### src/rtl/hamming_best_match.sv
// hamming_best_match
// Scans a run of Hamming distances for one query descriptor and reports the
// best candidate index, best and second-best distance, and a match decision.
// Optional feature: define RATIO_TEST_EN to add a 0.75 best/second ratio test
// to the match decision. Without it, a match only needs best < THRESH.
module hamming_best_match #(
    parameter int DIST_W = 16,
    parameter int IDX_W  = 10,
    parameter int THRESH = 64
) (
    input  logic              i_clk,
    input  logic              i_rst,
    input  logic              i_start,
    input  logic [IDX_W-1:0]  i_cand_num,
    input  logic              i_ready,
    input  logic [DIST_W-1:0] i_value,
    output logic              o_busy,
    output logic              o_ready,
    output logic [IDX_W-1:0]  o_match_idx,
    output logic [DIST_W-1:0] o_best_dist,
    output logic [DIST_W-1:0] o_second_dist,
    output logic              o_match_ok
);

    typedef enum logic [1:0] {
        IDLE = 2'd0,
        SCAN = 2'd1,
        DONE = 2'd2
    } state_t;

    localparam logic [IDX_W-1:0]  IDX_ONE  = IDX_W'(1);
    localparam logic [DIST_W-1:0] THRESH_V = DIST_W'(THRESH);

    state_t            state_q, state_d;
    logic [DIST_W-1:0] best_q, best_d;
    logic [DIST_W-1:0] second_q, second_d;
    logic [IDX_W-1:0]  idx_q, idx_d;
    logic [IDX_W-1:0]  cnt_q, cnt_d;
    logic [IDX_W-1:0]  num_q, num_d;

    logic              ready_q;
    logic [IDX_W-1:0]  match_idx_q;
    logic [DIST_W-1:0] best_dist_q;
    logic [DIST_W-1:0] second_dist_q;
    logic              match_ok_q;
    logic              match_ok_d;

    // Next-state and running best/second tracking for the scan FSM.
    always_comb begin
        // NOTE: every signal gets its hold value first so no path leaves it
        // unassigned; otherwise synthesis would infer a latch.
        state_d  = state_q;
        best_d   = best_q;
        second_d = second_q;
        idx_d    = idx_q;
        cnt_d    = cnt_q;
        num_d    = num_q;

        case (state_q)
            IDLE: begin
                if (i_start) begin
                    best_d   = '1;
                    second_d = '1;
                    idx_d    = '0;
                    cnt_d    = '0;
                    num_d    = i_cand_num;
                    // An empty query goes straight to DONE with the reset result.
                    state_d  = (i_cand_num == '0) ? DONE : SCAN;
                end
            end
            SCAN: begin
                if (i_ready) begin
                    // Strict compares: ties keep the earliest best and fill second.
                    if (i_value < best_q) begin
                        second_d = best_q;
                        best_d   = i_value;
                        idx_d    = cnt_q;
                    end else if (i_value < second_q) begin
                        second_d = i_value;
                    end
                    cnt_d = cnt_q + IDX_ONE;
                    if (cnt_q == num_q - IDX_ONE) begin
                        state_d = DONE;
                    end
                end
            end
            DONE: begin
                state_d = IDLE;
            end
            default: begin
                state_d = IDLE;
            end
        endcase
    end

    // Match decision from the result that is about to be published.
`ifdef RATIO_TEST_EN
    localparam int PROD_W = DIST_W + 2;
    logic [PROD_W-1:0] best_x4;
    logic [PROD_W-1:0] second_x3;

    // Products are widened by two bits so neither can overflow.
    always_comb begin
        best_x4    = {best_d, 2'b00};
        second_x3  = {2'b00, second_d} + {1'b0, second_d, 1'b0};
        match_ok_d = (best_d < THRESH_V) && (best_x4 < second_x3);
    end
`else
    // Absolute threshold only; second-best is still reported.
    always_comb begin
        match_ok_d = (best_d < THRESH_V);
    end
`endif

    // State, scan registers and result registers, loaded on entry to DONE.
    always_ff @(posedge i_clk) begin
        // NOTE: sequential state uses non-blocking assignments so every
        // register samples the pre-edge values, independent of statement order.
        if (i_rst) begin
            state_q       <= IDLE;
            best_q        <= '0;
            second_q      <= '0;
            idx_q         <= '0;
            cnt_q         <= '0;
            num_q         <= '0;
            ready_q       <= 1'b0;
            match_idx_q   <= '0;
            best_dist_q   <= '0;
            second_dist_q <= '0;
            match_ok_q    <= 1'b0;
        end else begin
            state_q  <= state_d;
            best_q   <= best_d;
            second_q <= second_d;
            idx_q    <= idx_d;
            cnt_q    <= cnt_d;
            num_q    <= num_d;
            ready_q  <= (state_d == DONE);
            if (state_d == DONE) begin
                match_idx_q   <= idx_d;
                best_dist_q   <= best_d;
                second_dist_q <= second_d;
                match_ok_q    <= match_ok_d;
            end
        end
    end

    assign o_busy        = (state_q != IDLE);
    assign o_ready       = ready_q;
    assign o_match_idx   = match_idx_q;
    assign o_best_dist   = best_dist_q;
    assign o_second_dist = second_dist_q;
    assign o_match_ok    = match_ok_q;

endmodule
### config.mk
export PLATFORM = sky130hd
export DESIGN_NAME = hamming_best_match
export DESIGN_NICKNAME = d
export VERILOG_FILES = /design/src/rtl/hamming_best_match.sv
export SDC_FILE = /design/constraint.sdc
export NUM_CORES = 1
export LEC_CHECK = 0
export CORE_UTILIZATION = 40
export DETAILED_ROUTE_END_ITERATION = 6
export GPL_ROUTABILITY_DRIVEN = 0
export GPL_TIMING_DRIVEN = 0
export SKIP_LAST_GASP = 1
export SYNTH_ARGS = -nofsm -noshare
export SYNTH_HDL_FRONTEND = slang
export SYNTH_SLANG_ARGS = --single-unit
export TNS_END_PERCENT = 50
### constraint.sdc
create_clock -name i_clk -period 3.5 [get_ports i_clk]
set_input_delay 0.7 -clock i_clk [delete_from_list [all_inputs] [get_ports i_clk]]
set_output_delay 0.7 -clock i_clk [all_outputs]
set_load 0.1 [all_outputs]
==> After elaboration in Yosys (flattened, before gate mapping) <==
Index checks and enable logic that the tools add are counted.
{ "op_classes": {"n_addsub": 2, "order_cmp": 3, "eq_ne": 5, "mux": 21, "reduce_logical": 6} }
{ "ops": {"columns": ["operator", "count"], "rows": [
  ["$mux 16", 7],
  ["$pmux 16 s2", 2],
  ["$mux 10", 5],
  ["$pmux 10 s2", 2],
  ["$lt 16x16->1", 2],
  ["$lt 16x7->1 const B", 1],
  ["$add 10x1->10 const B", 1],
  ["$eq 10x10->1", 1],
  ["$logic_not 10->1", 1],
  ["$sub 10x1->10 const B", 1],
  ["$mux 2", 4],
  ["$ne 2x2->1 const B", 2],
  ["$pmux 2 s2", 1],
  ["$reduce_bool 2->1", 2],
  ["$reduce_and 3->1", 1],
  ["$eq 2x1->1 const B", 1],
  ["$eq 2x2->1 const B", 1],
  ["$logic_not 2->1", 1],
  ["$reduce_and 2->1", 1]
]} }
{ "word_totals": {"regBits": 108, "in_bits": 30, "out_inout_bits": 45, "word_cells": 48} }

==> Logic depth before layout (Yosys ltp) <==
Gate-level depths: netlist of run 1.
{ "logic_depth": {"word_depth": 6, "mapped_depth": 12, "ltp_nobuf": 9} }

==> Least setup slack after synthesis of run 1 <==
No wires, ideal clock.
{ "synth_path": {"path_type": "input -> register", "from": "input port i_value[2]", "to": "register match_idx_q[0] (netlist: o_match_idx[0])", "setup_time_ns": 0.116, "t_arrival_ns": 2.861, "required_time_ns": 3.384, "path_slack_ns": 0.523, "cell_stages": 10, "n_path_buf": 2, "cell_sequence": "ha_1 -> a211o_1 -> a31oi_1 -> o221ai_1 -> a2111o_1 -> buf_2 -> buf_2 -> o211ai_1 -> a211oi_2 -> a31o_2"} }
{ "synth_between": {"elab_chain_cells": 4} }
{ "synth_lines": {"columns": ["item", "line_no", "rtl"], "rows": [
  ["from (decl)", "16", "input logic [DIST_W-1:0] i_value,"],
  ["$lt 16x16->1", "74", "if (i_value < best_q) begin"],
  ["$mux 10", "74", null],
  ["$mux 10", "72", "if (i_ready) begin"],
  ["$pmux 10 s2", "59", "case (state_q)"],
  ["to (signal assigned)", "140", "match_idx_q <= idx_d;"],
  ["to (decl)", "42", "logic [IDX_W-1:0] match_idx_q;"]
]} }
Every way passes these cells.
A chain may end at the register's enable or synchronous reset.

==> Final worst setup path of run 1 <==
{ "layout_path": {"from": "input port i_value[1]", "to": "register match_idx_q[6] (netlist: o_match_idx[6])"} }
Same word-level chain as after synthesis.

==> run metrics, run 1 <==
Reg power frac 0.443; largest stage delay on the critical path 530 ps; net switching power 873 uW; max cap viols 0; Peak supply drop 0.305 mV; DRT Pass-1 Iters 4; antenna violations before repair 0; Critical Path Start Type input port; critical path depth in cells 11; family with the most delay on the worst path compound AO/OA/AOI/OAI gates; worst setup margin 142 ps; Hold WS 463 ps; DRC 0; fmax 0.298 GHz; final clock skew 6.69 ps; I/O Buffers 73; sw frac 0.295; Critical Path RT 3750 ps; slowest CP cell clkdlybuf4s50_1; Tcrit/Tclk final 0.960; unrepaired setup endpoints after global routing false; most used cell, CP buf_2; CORE AREA 0.0135 mm^2; # diodes 0; Vias 5100; CTS tree built; gr ovfl total 0; Slew Limit Fails 0; Synth Cell Area 0.00562 mm^2; Avg Inst Size Synth 8.93 um^2; final-report setup violation count 0; hold path cells 2; Die Y 121 um; CP arrival 3610 ps; hpwl dp 12300 um; Clock power frac 0.356; setup TNS 0 ps; register area share after synthesis 0.385; clk buf depth 2; min Tclk post-route 3360 ps; part of the power in combinational logic 0.201; Routed WL 15900 um; CTS Hold Buffers Added 0; crit end category flop; CP bufs+invs 3; status finished clean; first-pass GRT wire length 25900 um; vias in the first global route 5134; WL/cell 17.7 um; post-synth cell types 57; Routed Antenna Nets 0; Total Power 2960 uW; Ports 75; Setup WS pre-CTS -497 ps; Pint 2090 uW; Worst Tran Pin Value 990 ps; syn_nets 692; Starting Density 0.418; clock sinks 108; Syn. warnings 0; worst-skew pair later-pin latency 350 ps; Area Growth Syn to Fin 23.8%; Pwr Density 425 mW/mm^2; P_leak 0.00263 uW; ratio of cells with drive above 1 in the final layout 0.108; HP Class flop to flop; asr flop ratio synth 0; Worst Path Max Fanout 10; R2R depth 11; EDFF count, synth 0; Final Hold Fails 0; H-tree levels 3; most used flip-flop cell after synthesis dfxtp_1; initial DRC count 409; Num CTS Buffers 9; DIE AREA 0.0145 mm^2; clk slew on worst S/H paths 70 ps; Synth Register Bits 108; via/cell ratio 5.66; Clock Tree Root clkbuf_16; die width 121 um; CP Cell Sequence clkdlybuf4s50_1 > ha_1 > a211o_1 > a31oi_1 > o221ai_2 > a2111o_1 > buf_2 > buf_2 > o211ai_1 > a211oi_2 > a31o_2; largest net degree at the start of global routing 19; GRT Total Usage 0.229; Slew HR 0.338; Cells after Synth 630; Layout Nets 782; worst setup path class input port to flop; Std-Cell Rows 42
[layout by cell type, fill, tap and decap left out, drive strengths merged, types with 5 or more instances in the layout]
| master | netlist | routed |
|---|---|---|
| nor3 | 22 | 22 |
| nand3 | 32 | 32 |
| o21ai | 17 | 17 |
| a211oi | 12 | 12 |
| xor2 | 12 | 12 |
| dfxtp | 108 | 108 |
| a311oi | 15 | 15 |
| a21oi | 36 | 36 |
| or3 | 5 | 5 |
| a31oi | 17 | 17 |
| nor4 | 6 | 6 |
| a2111oi | 5 | 5 |
| mux2 | 20 | 20 |
| xnor2 | 6 | 6 |
| clkbuf | 34 | 43 |
| a211o | 5 | 5 |
| inv | 53 | 55 |
| nand4 | 10 | 10 |
| nand2 | 36 | 36 |
| o211ai | 23 | 23 |
| a31o | 10 | 10 |
| nor2b | 18 | 18 |
| clkdlybuf4s50 | 0 | 72 |
| o2111ai | 12 | 12 |
| nor2 | 33 | 33 |
| buf | 15 | 22 |
| ha | 32 | 32 |
| a221oi | 5 | 5 |
[flip-flops by register name, summed over array words and instances, names as in the netlist]
name           flops
o_ready            1
num_q             10
o_best_dist       16
o_match_idx       10
idx_q             10
cnt_q             10
state_q            2
second_q          16
best_q            16
o_match_ok         1
o_second_dist     16
[power groups by stage]
| stage | logic, uW | clock network [uW] | registers (uW) |
|---|---|---|---|
| after floorplan | 390 | 0 | 1330 |
| after global placement | 549 | 0 | 1340 |
| after detailed placement | 568 | 0 | 1340 |
| after CTS | 575 | 1080 | 1310 |
| after global routing | 655 | 1130 | 1320 |
| final | 595 | 1050 | 1310 |
[cells in the mapped netlist, types with 3 or more instances]
| library cell | n | area share |
|---|---|---|
| dfxtp_1 | 108 | 0.38 |
| inv_1 | 53 | 0.035 |
| a21oi_1 | 36 | 0.032 |
| nand2_1 | 36 | 0.024 |
| clkbuf_1 | 34 | 0.023 |
| nor2_1 | 33 | 0.022 |
| ha_1 | 32 | 0.071 |
| nand3_1 | 32 | 0.028 |
| o211ai_1 | 23 | 0.031 |
| nor3_1 | 21 | 0.019 |
| nor2b_1 | 18 | 0.020 |
| a31oi_1 | 17 | 0.019 |
| o21ai_0 | 17 | 0.015 |
| a311oi_1 | 15 | 0.023 |
| mux2_1 | 12 | 0.024 |
| o2111ai_1 | 12 | 0.019 |
| xor2_1 | 12 | 0.019 |
| a211oi_2 | 10 | 0.022 |
| nand4_1 | 10 | 0.011 |
| buf_2 | 9 | 0.0080 |
| a31o_2 | 8 | 0.012 |
| mux2_2 | 7 | 0.014 |
| nor4_1 | 6 | 0.0067 |
| xnor2_1 | 6 | 0.0093 |
| a211o_1 | 5 | 0.0078 |
| a221oi_2 | 4 | 0.011 |
| mux2i_1 | 4 | 0.0071 |
| or3_1 | 4 | 0.0044 |
| a2111oi_0 | 3 | 0.0047 |
| and3_1 | 3 | 0.0033 |
| buf_1 | 3 | 0.0020 |
| buf_6 | 3 | 0.0060 |
[stage by stage]
stage	utilization	std cells	area [um^2]
4_1_cts	0.513	897	6900
3_3_place_gp	0.489	879	6570
3_5_place_dp	0.489	879	6570
2_1_floorplan	-	630	5620
5_1_grt	0.517	901	6960
6_report	0.517	901	6960
[worst paths after layout]
| path | to | slack (ps) | startpoint |
|---|---|---|---|
| min reg2reg | o_second_dist[15] | 460 | o_second_dist[15] |
| max | o_match_idx[6] | 140 | i_value[1] |
| min | o_second_dist[15] | 460 | o_second_dist[15] |
| max reg2reg | o_match_ok | 280 | num_q[0] |
[kinds of logic after synthesis]
| logic type | after synthesis | share of synthesized area |
|---|---|---|
| AOI/OAI and AO/OA | 174 | 0.239 |
| xor gates and xnor gates | 18 | 0.0280 |
| adders and majority gates | 32 | 0.0712 |
| buffers and inverters | 102 | 0.0741 |
| DFF | 108 | 0.385 |
| muxes | 24 | 0.0478 |
| and+or+nand+nor | 172 | 0.155 |
[cell type report]
class                      count  area, um^2
timing repair buffer          80         786
tap                          176         220
multi-input combinational    420        3070
inverter                      53         199
buffer                        48         218
clock inverter                 6        70.1
clock buffer                  10         239
sequential                   108        2160
fill                        1293        6490
[what timing repair did]
item                       in CTS  in global routing
setup endpoints to repair      27                 53
buffers inserted                2                  5
cloned                          0                  0
resized for setup               2                  7
pin swaps                       1                  3
[metal layers]
metal,wire length [um],GRT usage,vias to the layer above
li1,-,-,2480
met1,7160,0.287,2432
met2,7540,0.377,154
met3,767,0.0486,34
met4,457,0.103,0
met5,0,0,-
[worst min-delay path, delay by kind of cell, from the launching register on]
kind,cells,cell delay [ps]
compound gates,1,50
buf+inv,1,60
flops,1,310
(Power assumes the default switching activity.)
==> run 2: changes to the inputs <==
- SETUP_SLACK_MARGIN: not set -> 0.2
==> run 2 against run 1 <==
  * Count of clock-buffer cells in the layout is the same
  * Sequential power about the same
  * Final area rose by 1.6%
  * Non-clock buffer count rose by 2
  * First-iteration DRC count fell by 5.4%
  * Sequential share of layout area down 0.49 points
  * Largest cell class unchanged
  * Critical path type unchanged
  * Global-route usage up 0.16 points
==> run metrics, run 2 (same netlist as run 1, synthesis figures left out) <==
status finished clean; GRT Total Usage 0.231 (+0.00162); vias in the first global route 5177 (+0.84%); CP arrival 3450 ps (-160 ps); min Tclk post-route 3220 ps (-140 ps); clk buf depth 2 (unchanged); Vias 5155 (+1.1%); CP Cell Sequence dlygate4sd2_1 > ha_4 > a211o_1 > a31oi_4 > o221ai_4 > a2111o_1 > clkbuf_4 > buf_2 > nor3_1 > a311oi_2 > mux2_1; unrepaired setup endpoints after global routing true; setup TNS 0 ps (unchanged); initial DRC count 387 (-5.4%); Std-Cell Rows 42 (unchanged); Die Y 121 um (unchanged); most common cell after layout, fill and taps aside dfxtp_1; Ports 75 (unchanged); largest net degree at the start of global routing 19 (unchanged); Peak supply drop 0.306 mV (+0.41%); hold path cells 2 (unchanged); gr ovfl total 0 (unchanged); largest stage delay on the critical path 430 ps (-100 ps); final-report setup violation count 0 (unchanged); I/O Buffers 73 (unchanged); CORE AREA 0.0135 mm^2 (unchanged); Tcrit/Tclk final 0.920 (-0.0400); DRT Pass-1 Iters 4 (unchanged); Critical Path RT 3740 ps (about the same); worst setup path class input port to flop; via/cell ratio 5.71 (+0.85%); Critical Path Start Type input port; CTS tree built; clk slew on worst S/H paths 70 ps (about the same); P_leak 0.00270 uW (+2.7%); Routed WL 16000 um (+0.76%); Worst Tran Pin Value 990 ps (+0.0449 ps); final clock skew 7.34 ps (+0.648 ps); R2R depth 13 (+2); Routed Antenna Nets 0 (unchanged); net switching power 886 uW (+1.5%); most frequent cells in the layout dfxtp_1, clkdlybuf4s50_1, inv_1, nand2_1, a21oi_1; slowest CP cell a2111o_1; part of the power in combinational logic 0.208 (+0.007); ratio of cells with drive above 1 in the final layout 0.124 (+0.0162); # diodes 0 (unchanged); DIE AREA 0.0145 mm^2 (unchanged); Clock Tree Root clkbuf_16; Pwr Density 423 mW/mm^2 (-0.66%); antenna violations before repair 0 (unchanged); worst-skew pair later-pin latency 350 ps (about the same); clock sinks 108 (unchanged); Reg power frac 0.438 (-0.005); HP Class flop to flop; Clock power frac 0.353 (-0.003); Slew Limit Fails 0 (unchanged); WL/cell 17.8 um (+0.54%); critical path depth in cells 11 (unchanged); Worst Path Max Fanout 10 (unchanged); Num CTS Buffers 9 (unchanged); CP bufs+invs 3 (unchanged); crit end category flop; Layout Nets 784 (+0.26%); fmax 0.311 GHz (+4.4%); hpwl dp 12300 um (unchanged); Total Power 2990 uW (+0.94%); H-tree levels 3 (unchanged); family with the most delay on the worst path compound AO/OA/AOI/OAI gates; max cap viols 0 (unchanged); first-pass GRT wire length 26100 um (+0.67%); Pint 2100 uW (+0.71%); die width 121 um (unchanged); sw frac 0.296 (+0.00161); DRC 0 (unchanged); Final Hold Fails 0 (unchanged); Final Util 0.526 (+0.00837); Slew HR 0.338 (about the same); CTS Hold Buffers Added 0 (unchanged); Starting Density 0.418 (unchanged); Area Growth Syn to Fin 25.8%
[run 2: cell types whose count changed in the layout (fill, tap and decap cells not counted), sizes merged]
cell / delta
buf: +1
dlymetal6s2s: +5
clkdlybuf4s50: -6
dlygate4sd2: +1
clkbuf: +1
[run 2: what timing repair did]
item | in CTS | in global routing
setup endpoints to repair | 82 | 62
resized for setup | 8 | 29
pin swaps | 3 | 8
buffers inserted | 3 | 5
[run 2: per-stage QoR]
step	std cells	worst slack, ps	area [um^2]	hold slack, ps
2_1_floorplan	630	523	5620	449
3_3_place_gp	879	-475	6570	452
3_5_place_dp	879	-497	6570	450
4_1_cts	898	173	6930	462
5_1_grt	903	192	7070	492
6_report	903	282	7070	463
[run 2: final cells by class]
cell class | instances | area (um^2)
timing repair buffer | 81 | 805
clock buffer | 10 | 239
buffer | 49 | 235
fill | 1276 | 6380
clock inverter | 6 | 70.1
multi-input combinational | 420 | 3140
tap | 176 | 220
sequential | 108 | 2160
inverter | 53 | 199
[run 2: worst paths after layout]
path	startpoint	endpoint	slack [ps]
worst max-delay path	i_value[2]	o_best_dist[8]	280
worst min register to register	o_second_dist[15]	o_second_dist[15]	460
worst min-delay path	o_second_dist[15]	o_second_dist[15]	460
worst max register to register	num_q[0]	o_match_ok	430
[run 2: metal layers]
layer | GRT usage | share of wire
met4 | 0.106 | 0.030
met1 | 0.288 | 0.45
met3 | 0.0495 | 0.050
met2 | 0.379 | 0.47
met5 | 0 | 0
[run 2: power by group through the flow]
stage,combinational (uW),sequential [uW],clock [uW]
after global routing,686,1320,1130
after detailed placement,568,1340,0
after CTS,580,1310,1080
after floorplan,390,1330,0
final,623,1310,1060
after global placement,549,1340,0
[run 2: tightest hold or removal path, cell delays in order, from the launching register on]
cell and delay [ps]:
dfxtp_1 310, inv_1 60, a221oi_2 50
==> run 3: changes to the inputs <==
- CORE_MARGIN: not set -> 8
- CORE_UTILIZATION: 40 -> 55
- PLACE_DENSITY: not set -> 0.8
==> run 3 against run 2 <==
  * Cell count shrank 5.0%
  * Hold slack gained 2.2 ps
  * First-iteration DRC count grew 14%
  * Largest cell class unchanged
==> run metrics, run 3 (same netlist as run 1, synthesis figures left out) <==
hpwl dp 12100 um (-1.2%); unrepaired setup endpoints after global routing true; Pwr Density 388 mW/mm^2 (-8.2%); min Tclk post-route 3260 ps (+40.6 ps); Slew Limit Fails 0 (unchanged); Worst Path Max Fanout 10 (unchanged); part of the power in combinational logic 0.231 (+0.023); DIE AREA 0.0137 mm^2 (-5.6%); Worst Tran Pin Value 999 ps (+8.94 ps); final-report setup violation count 0 (unchanged); Final Hold Fails 0 (unchanged); max cap viols 0 (unchanged); P_leak 0.00259 uW (-4.1%); final instance area 0.00683 mm^2 (-3.5%); Routed Antenna Nets 0 (unchanged); ratio of cells with drive above 1 in the final layout 0.109 (-0.0144); vias in the first global route 5284 (+2.1%); HP Start o_second_dist[15]; Peak supply drop 0.227 mV (-26%); final clock skew 10.5 ps (+3.16 ps); CP arrival 3540 ps (+90 ps); status finished clean; CORE AREA 0.0101 mm^2 (-25%); WL/cell 18.3 um (+2.9%); fmax 0.307 GHz (-1.2%); Layout fillers 790 (-38%); antenna violations before repair 0 (unchanged); clock sinks 108 (unchanged); via/cell ratio 6.18 (+8.3%); dpl cell area 0.00652 mm^2 (-0.76%); sw frac 0.321 (+0.0251); initial DRC count 440 (+14%); Critical Path Start Type input port; Slew HR 0.332 (-0.00598); footprint of the multi-input gates 0.00312 mm^2 (-0.80%); die width 117 um (-2.9%); Layout Nets 779 (-0.64%); Hold Path Sink o_second_dist[15]; crit end category flop; worst setup path class input port to flop; Reg power frac 0.495 (+0.057); DRT Pass-1 Iters 6 (+2); hold path cells 2 (unchanged); Area Growth Syn to Fin 21.4%; register area 0.00216 mm^2 (unchanged); first-pass GRT wire length 25300 um (-3.1%); Hold WS 465 ps (+2.25 ps); clk slew on worst S/H paths 100 ps (+30 ps); largest stage delay on the critical path 520 ps (+90 ps); net switching power 851 uW (-3.9%); Reg2Reg Setup Slack 300 ps (-130 ps); H-tree levels 3 (unchanged); family with the most delay on the worst path buffers and inverters; most common cell after layout, fill and taps aside dfxtp_1; CP bufs+invs 2 (-1); Starting Density 0.555 (+0.137); Routed WL 15700 um (-2.2%); Pint 1800 uW (-15%); CTS tree built; Vias 5305 (+2.9%); I/O Buffers 73 (unchanged); most frequent cells in the layout dfxtp_1, clkdlybuf4s50_1, inv_1, nand2_1, a21oi_1; critical path depth in cells 10 (-1); DRC 0 (unchanged); FF-to-FF End o_match_ok; slowest CP cell clkdlybuf4s50_1; gr ovfl total 0 (unchanged); Critical Path RT 3780 ps (+40 ps); clk buf depth 2 (unchanged); largest net degree at the start of global routing 19 (unchanged); Std-Cell Rows 37 (-12%); reg2reg start num_q[0]; worst-skew pair later-pin latency 380 ps (+30 ps); most used cell, CP nand2_1; CTS Hold Buffers Added 0 (unchanged); GRT Total Usage 0.233 (+0.00247); Die Y 117 um (-2.9%); # diodes 0 (unchanged); Tcrit/Tclk final 0.931 (+0.0116); CP Cell Sequence clkdlybuf4s50_1 > ha_1 > nand2_1 > or3_1 > o221ai_4 > a2111oi_4 > nand2_1 > clkbuf_1 > a311oi_1 > mux2_1; Clock Tree Root clkbuf_8; Num CTS Buffers 9 (unchanged); Ports 75 (unchanged); R2R depth 12 (-1); Clock power frac 0.274 (-0.079); HP Class flop to flop
run 3: changes by cell type in the layout (fill, tap and decap cells not counted), sizes merged, moves of 2 or more:
cell,change
clkdlybuf4s50,+2
buf,-7
clkbuf,+2
clkinvlp,+2
dlymetal6s2s,-2
run 3: metal layers:
| metal | track usage | part of all wire |
|---|---|---|
| met1 | 0.264 | 0.40 |
| met2 | 0.401 | 0.48 |
| met3 | 0.0559 | 0.075 |
| met4 | 0.120 | 0.041 |
| met5 | 0 | 0 |
run 3: worst reg2reg max path, stage by stage, from the launching register on:
cell	delay [ps]
dfxtp_1	310
clkbuf_2	200
inv_1	100
ha_1	300
nor4b_4	390
and4_1	250
a32oi_1	90
a2111oi_4	450
a31oi_2	240
buf_6	210
buf_6	160
a211oi_1	290
nor3_1	80
run 3: worst max path at each step:
stage                startpoint                to
finish               i_value[5]    o_best_dist[9]
detailed placement   i_value[2]  o_second_dist[7]
floorplan            i_value[2]    o_match_idx[0]
CTS                  i_value[7]  o_second_dist[7]
global placement     i_value[2]   o_best_dist[10]
global route        i_value[14]    o_best_dist[5]
run 3: final cells by class:
| type | count | area share |
|---|---|---|
| plain buffers | 49 | 0.0337 |
| repair buffers | 76 | 0.112 |
| well taps | 136 | 0.0249 |
| clock inverters | 6 | 0.00715 |
| inverters | 53 | 0.0291 |
| multi-input cells | 420 | 0.457 |
| clock buffers | 10 | 0.0202 |
| flip-flops and latches | 108 | 0.317 |
run 3: timing repair:
| item | in CTS | in global routing |
|---|---|---|
| setup endpoints to repair | 81 | 55 |
| setup buffers | 2 | 1 |
| gates resized for setup | 5 | 20 |
| pin swaps | 1 | 3 |
run 3: metrics by stage:
step	setup slack, ps	utilization	TNS [ps]	total power [uW]	cells
2_1_floorplan	523	-	0	1720	630
3_3_place_gp	-416	0.643	-20750	1870	839
3_5_place_dp	-470	0.643	-27440	1900	839
4_1_cts	191	0.664	0	2620	857
5_1_grt	183	0.673	0	2760	858
6_report	241	0.673	0	2650	858
run 3: power by group through the flow:
| stage | Sequential, uW | Clock [uW] | Combinational (uW) |
|---|---|---|---|
| global placement | 1340 | 0 | 534 |
| detailed placement | 1340 | 0 | 561 |
| global route | 1320 | 779 | 663 |
| finish | 1310 | 725 | 611 |
| CTS | 1310 | 735 | 573 |
| floorplan | 1330 | 0 | 390 |
